**src/rtl/mux2_arb_pkg.sv**
```systemverilog
// Shared constants for the two-channel packet arbiter: FSM state encoding and channel indices.
package mux2_arb_pkg;

    typedef logic [1:0] state_t;

    localparam state_t ST_IDLE  = 2'd0;
    localparam state_t ST_LOCK0 = 2'd1;
    localparam state_t ST_LOCK1 = 2'd2;

    localparam logic CH0 = 1'b0;
    localparam logic CH1 = 1'b1;

    function automatic state_t lock_state(input logic ch);
        return (ch == CH1) ? ST_LOCK1 : ST_LOCK0;
    endfunction

endpackage

```
**src/rtl/mux2_out_reg.sv**
```systemverilog
// Single-entry valid/ready output register carrying data, last marker and source select.
module mux2_out_reg
    import mux2_arb_pkg::*;
#(
    parameter int unsigned DATA_W = 8
) (
    input  logic              clk,
    input  logic              rst_n,
    input  logic              load,
    input  logic [DATA_W-1:0] load_data,
    input  logic              load_last,
    input  logic              load_sel,
    input  logic              out_ready,
    output logic              out_valid,
    output logic [DATA_W-1:0] out_data,
    output logic              out_last,
    output logic              out_sel,
    output logic              can_load
);

    logic              valid_q, valid_d;
    logic [DATA_W-1:0] data_q, data_d;
    logic              last_q, last_d;
    logic              sel_q, sel_d;

    assign can_load = !valid_q || out_ready;

    always_comb begin
        valid_d = valid_q;
        data_d  = data_q;
        last_d  = last_q;
        sel_d   = sel_q;
        if (load) begin
            valid_d = 1'b1;
            data_d  = load_data;
            last_d  = load_last;
            sel_d   = load_sel;
        end else if (out_ready) begin
            // Payload fields keep their last value; only the valid flag drops.
            valid_d = 1'b0;
        end
    end

    always_ff @(posedge clk) begin
        if (!rst_n) begin
            valid_q <= 1'b0;
            data_q  <= '0;
            last_q  <= 1'b0;
            sel_q   <= CH0;
        end else begin
            valid_q <= valid_d;
            data_q  <= data_d;
            last_q  <= last_d;
            sel_q   <= sel_d;
        end
    end

    assign out_valid = valid_q;
    assign out_data  = data_q;
    assign out_last  = last_q;
    assign out_sel   = sel_q;

    a_load_only_when_free: assert property (@(posedge clk) disable iff (!rst_n) load |-> can_load);

endmodule

```
**src/rtl/mux2_stream_arb.sv**
```systemverilog
// Round-robin packet arbiter for two valid/ready streams feeding a 2-to-1 mux; the grant is
// held for a whole packet and the chosen beat is presented through a registered output stage.
module mux2_stream_arb
    import mux2_arb_pkg::*;
#(
    parameter int unsigned DATA_W = 8
) (
    input  logic              clk,
    input  logic              rst_n,
    input  logic              in0_valid,
    input  logic [DATA_W-1:0] in0_data,
    input  logic              in0_last,
    output logic              in0_ready,
    input  logic              in1_valid,
    input  logic [DATA_W-1:0] in1_data,
    input  logic              in1_last,
    output logic              in1_ready,
    output logic              out_valid,
    output logic [DATA_W-1:0] out_data,
    output logic              out_last,
    output logic              out_sel,
    input  logic              out_ready,
    output logic              busy
);

    state_t state_q, state_d;
    logic   prio_q, prio_d;
    logic   busy_q;

    logic              can_load;
    logic              grant_vld;
    logic              grant;
    logic              accept;
    logic [DATA_W-1:0] acc_data;
    logic              acc_last;

    always_ff @(posedge clk) begin
        if (!rst_n) begin
            state_q <= ST_IDLE;
            prio_q  <= CH0;
            busy_q  <= 1'b0;
        end else begin
            state_q <= state_d;
            prio_q  <= prio_d;
            busy_q  <= (state_d != ST_IDLE);
        end
    end

    always_comb begin
        state_d = state_q;
        prio_d  = prio_q;
        if (accept) begin
            if (state_q == ST_IDLE) begin
                if (!acc_last) begin
                    state_d = lock_state(grant);
                end else begin
                    prio_d = ~grant;
                end
            end else if (acc_last) begin
                state_d = ST_IDLE;
                prio_d  = ~grant;
            end
        end
    end

    always_comb begin
        grant_vld = 1'b0;
        grant     = CH0;
        unique case (state_q)
            ST_LOCK0: begin
                grant_vld = 1'b1;
                grant     = CH0;
            end
            ST_LOCK1: begin
                grant_vld = 1'b1;
                grant     = CH1;
            end
            default: begin
                // Arbitration only happens between packets.
                if (in0_valid && in1_valid) begin
                    grant_vld = 1'b1;
                    grant     = prio_q;
                end else if (in0_valid) begin
                    grant_vld = 1'b1;
                    grant     = CH0;
                end else if (in1_valid) begin
                    grant_vld = 1'b1;
                    grant     = CH1;
                end
            end
        endcase

        in0_ready = rst_n && can_load && grant_vld && (grant == CH0);
        in1_ready = rst_n && can_load && grant_vld && (grant == CH1);

        if (grant == CH1) begin
            accept   = in1_valid && in1_ready;
            acc_data = in1_data;
            acc_last = in1_last;
        end else begin
            accept   = in0_valid && in0_ready;
            acc_data = in0_data;
            acc_last = in0_last;
        end
    end

    assign busy = busy_q;

    mux2_out_reg #(
        .DATA_W (DATA_W)
    ) u_out_reg (
        .clk       (clk),
        .rst_n     (rst_n),
        .load      (accept),
        .load_data (acc_data),
        .load_last (acc_last),
        .load_sel  (grant),
        .out_ready (out_ready),
        .out_valid (out_valid),
        .out_data  (out_data),
        .out_last  (out_last),
        .out_sel   (out_sel),
        .can_load  (can_load)
    );

endmodule

```
**config.mk**
```make
export PLATFORM = sky130hd
export DESIGN_NAME = mux2_stream_arb
export DESIGN_NICKNAME = d
export VERILOG_FILES = /design/src/rtl/mux2_arb_pkg.sv /design/src/rtl/mux2_out_reg.sv /design/src/rtl/mux2_stream_arb.sv
export SDC_FILE = /design/constraint.sdc
export NUM_CORES = 1
export LEC_CHECK = 0
export CAP_MARGIN = 20
export CORE_ASPECT_RATIO = 1.1
export CORE_MARGIN = 2
export CORE_UTILIZATION = 43
export CTS_BUF_LIST = sky130_fd_sc_hd__clkbuf_16
export DETAILED_ROUTE_END_ITERATION = 8
export HOLD_SLACK_MARGIN = 0.1
export PLACE_DENSITY = 0.81
export SLEW_MARGIN = 10
export SYNTH_ARGS = -nofsm -noshare
export SYNTH_HDL_FRONTEND = slang
export SYNTH_SLANG_ARGS = --single-unit
```
**constraint.sdc**
```tcl
create_clock -name clk -period 7.1 [get_ports clk]
set_clock_uncertainty 0.2 [all_clocks]
set_input_delay 1.42 -clock clk [delete_from_list [all_inputs] [get_ports clk]]
set_output_delay 1.42 -clock clk [all_outputs]
set_load 0.03 [all_outputs]
```
==> flow_summary.toml <==
[layout]
layout-drive-gt1-share_pct = 6.50
fin_cells = 141
diodes = 0
mostFrequentLayoutCells = "36 x clkdlybuf4s50_1, 15 x dfxtp_1, 11 x nand2_1, 11 x mux2i_1, 9 x o211a_1"
final_common_cell = "clkdlybuf4s50_1"
postLayoutCellArea_um2 = 1280
nNetsFinal = 150
synthToLayoutAreaGrowth_pct = 54.5
nFillCells = 154

[critical_path]
cpMaxStageDelayCell = "clkdlybuf4s50_1"
required_ns = 5.48
rr_endpoint = "busy$_SDFF_PN0_"
cp-start-kind = "input pin"
cp_num_cells = 4
path_delay_family = "buffers and inverters"
reg2regPathDepth = 7
cpMostUsedCell = "clkdlybuf4s50_1"
path_class = "in -> out"
endpoint = "in1_ready"
worstReg2RegStart = "state_q[1]$_SDFF_PN0_"
worst-endpoint-arrival_ns = 3.41
r2r_slack_ns = 4.37
end_kind = "output pin"
cpPeakStageDelay_ns = 0.81
cp_max_fo = 17
cp-startpoint = "rst_n"
cp_cell_sequence = "clkdlybuf4s50_1 > o311ai_0 > nor2b_1 > clkdlybuf4s50_1"
cp_num_buf_inv = 2

[synth]
ys_warn_count = 0
ys_seq_area_share_pct = 36.3
syn_nets = 112
synth-seq-cells = 15
synth_ff_type = "dfxtp_1"
syn_area_um2 = 828
synth_cells = 86
syn_area_per_cell_um2 = 9.63
synth-edff-count = 0
ys_types = 31
ys_async_sr_fraction_pct = 0

[sta]
final_hold_viol_count = 0
worst_pin_slew_ns = 0.549
rsz0062_at_grt = "no"
setup_viol = 0
slew_headroom_pct = 63.3
setup_tns_ns = 0
fmax_ghz = 0.199
slew_violations = 0
min_period_ns = 5.03
period_share_pct = 70.8
fin_ws_ns = 2.07

[global_route]
grt_pass1_vias = 786
grt_antenna_before_repair = 0
grt_pass1_wl_um = 3270
grtUsageTotal_pct = 20.1
grt_start_max_net_pins = 23
overflow = 0

[hold_path]
worstHoldStart = "u_out_reg.out_data[2]$_SDFFE_PN0P_"
hold_path_class = "reg -> reg"

[clock_tree]
clk_pin_slew_ns = 0.05
numCtsBuffers = 3
cts-resized-gates = 0
cts_setup_buffers = 0
clk_latency_ns = 0.25
cts_sinks = 15
hold_buffers = 0
cts_max_level = 1
cts_tree = "built"
cts_buffer_depth = 2
clockRootBuffer = "clkbuf_16"

[drt]
dr_total_vias = 769
drt_iter0_markers = 5
routed_via_density = 5.45
ant_nets = 0
drc = 0
dr.pass1.iters = 4
wl_um = 1920
post_drt_wl_per_cell_um = 13.6

[place]
placed_cell_area_um2 = 1200
dp_cells = 137
gp_congestion = 0.776
port-buffer-count = 36
dpl_worst_slack_ns = 2.08
place_hpwl_um = 1360

[floorplanning]
die_y_um = 50.0
rows = 16
dieArea_um2 = 2290
start_util_pct = 46.0
ios = 37
die_w_um = 45.8
core_area_um2 = 1800

[job]
max_cap_viol_count = 0

[power]
power.density_nw_per_um2 = 249
cellLeakagePower_nw = 0.564
finalPower_mw = 0.319
ir_drop_uv = 137

[outcome]
status = "complete, no violations"
## flip-flops by register name (all words and copies together), names as in the netlist
| register | count |
|---|---|
| u_out_reg.out_data | 8 |
| busy | 1 |
| u_out_reg.out_last | 1 |
| state_q | 2 |
| u_out_reg.out_valid | 1 |
| u_out_reg.out_sel | 1 |
| prio_q | 1 |
## per-layer routing
layer | wire length [um] | track usage, % | vias to the layer above
met4 | 37 | 8.57 | 0
met5 | 0 | 0 | -
met2 | 939 | 33.1 | 32
met1 | 795 | 22.7 | 348
li1 | - | - | 384
met3 | 150 | 6.96 | 5
## area by class of cell
type / count / area, um^2 / area share (%)
Inverter: 4 / 15.0 / 1.17
Tap cell: 18 / 22.5 / 1.76
Clock inverter: 1 / 5.00 / 0.391
Clock buffer: 3 / 75.1 / 5.87
Sequential cell: 15 / 300 / 23.5
Multi-Input combinational cell: 63 / 494 / 38.6
Timing Repair Buffer: 37 / 368 / 28.7
## worst min-delay path by stage
stage	end	slack, ns	depth (start not counted)
6_report	u_out_reg.out_data[2]$_SDFFE_PN0P_	0.30	1
5_1_grt	u_out_reg.out_data[0]$_SDFFE_PN0P_	0.33	1
4_1_cts	u_out_reg.out_data[2]$_SDFFE_PN0P_	0.31	1
3_5_place_dp	u_out_reg.out_data[2]$_SDFFE_PN0P_	0.29	1
3_3_place_gp	u_out_reg.out_data[0]$_SDFFE_PN0P_	0.29	1
2_1_floorplan	prio_q$_SDFFE_PN0P_	0.40	3
## worst register-to-register path, cell delays in order (launching register included)
cell and delay (ns):
dfxtp_1 0.39, inv_1 0.08, ha_1 0.33, nand2b_4 0.17, o21ai_4 0.41, mux2i_1 0.44
o21ai_1 0.16, o41a_1 0.43
## cell usage after synthesis (2+ instances only)
master | count | share of area, %
and2_1 | 3 | 2.3
buf_2 | 3 | 1.8
dfxtp_1 | 15 | 36
ha_1 | 3 | 4.5
inv_1 | 4 | 1.8
mux2i_1 | 11 | 13
nand2_1 | 11 | 5.0
nand2b_1 | 2 | 1.5
nor2_1 | 3 | 1.4
nor2b_1 | 2 | 1.5
o211a_1 | 9 | 11
## where the power goes
group | internal, mW | switching [mW] | total (mW)
registers | 0.0950 | 0.00581 | 0.101
clock network | 0.0752 | 0.0345 | 0.110
logic | 0.0527 | 0.0560 | 0.109
total | 0.223 | 0.0964 | 0.319
## logic make-up after synthesis
family | share of synthesized area (%)
buffers and inverters | 4.08
muxes | 13.3
DFF | 36.3
and+or+nand+nor | 18.4
adders and majority gates | 4.53
AOI/OAI and AO/OA | 23.4
## stage by stage
step           hold WS [ns]  util, %
3_3_place_gp          0.286     66.6
3_5_place_dp          0.287     66.6
6_report              0.301     71.0
5_1_grt               0.329     71.0
4_1_cts               0.308     71.0
2_1_floorplan         0.398        -
Note: power is estimated with default switching activity, not from simulation.
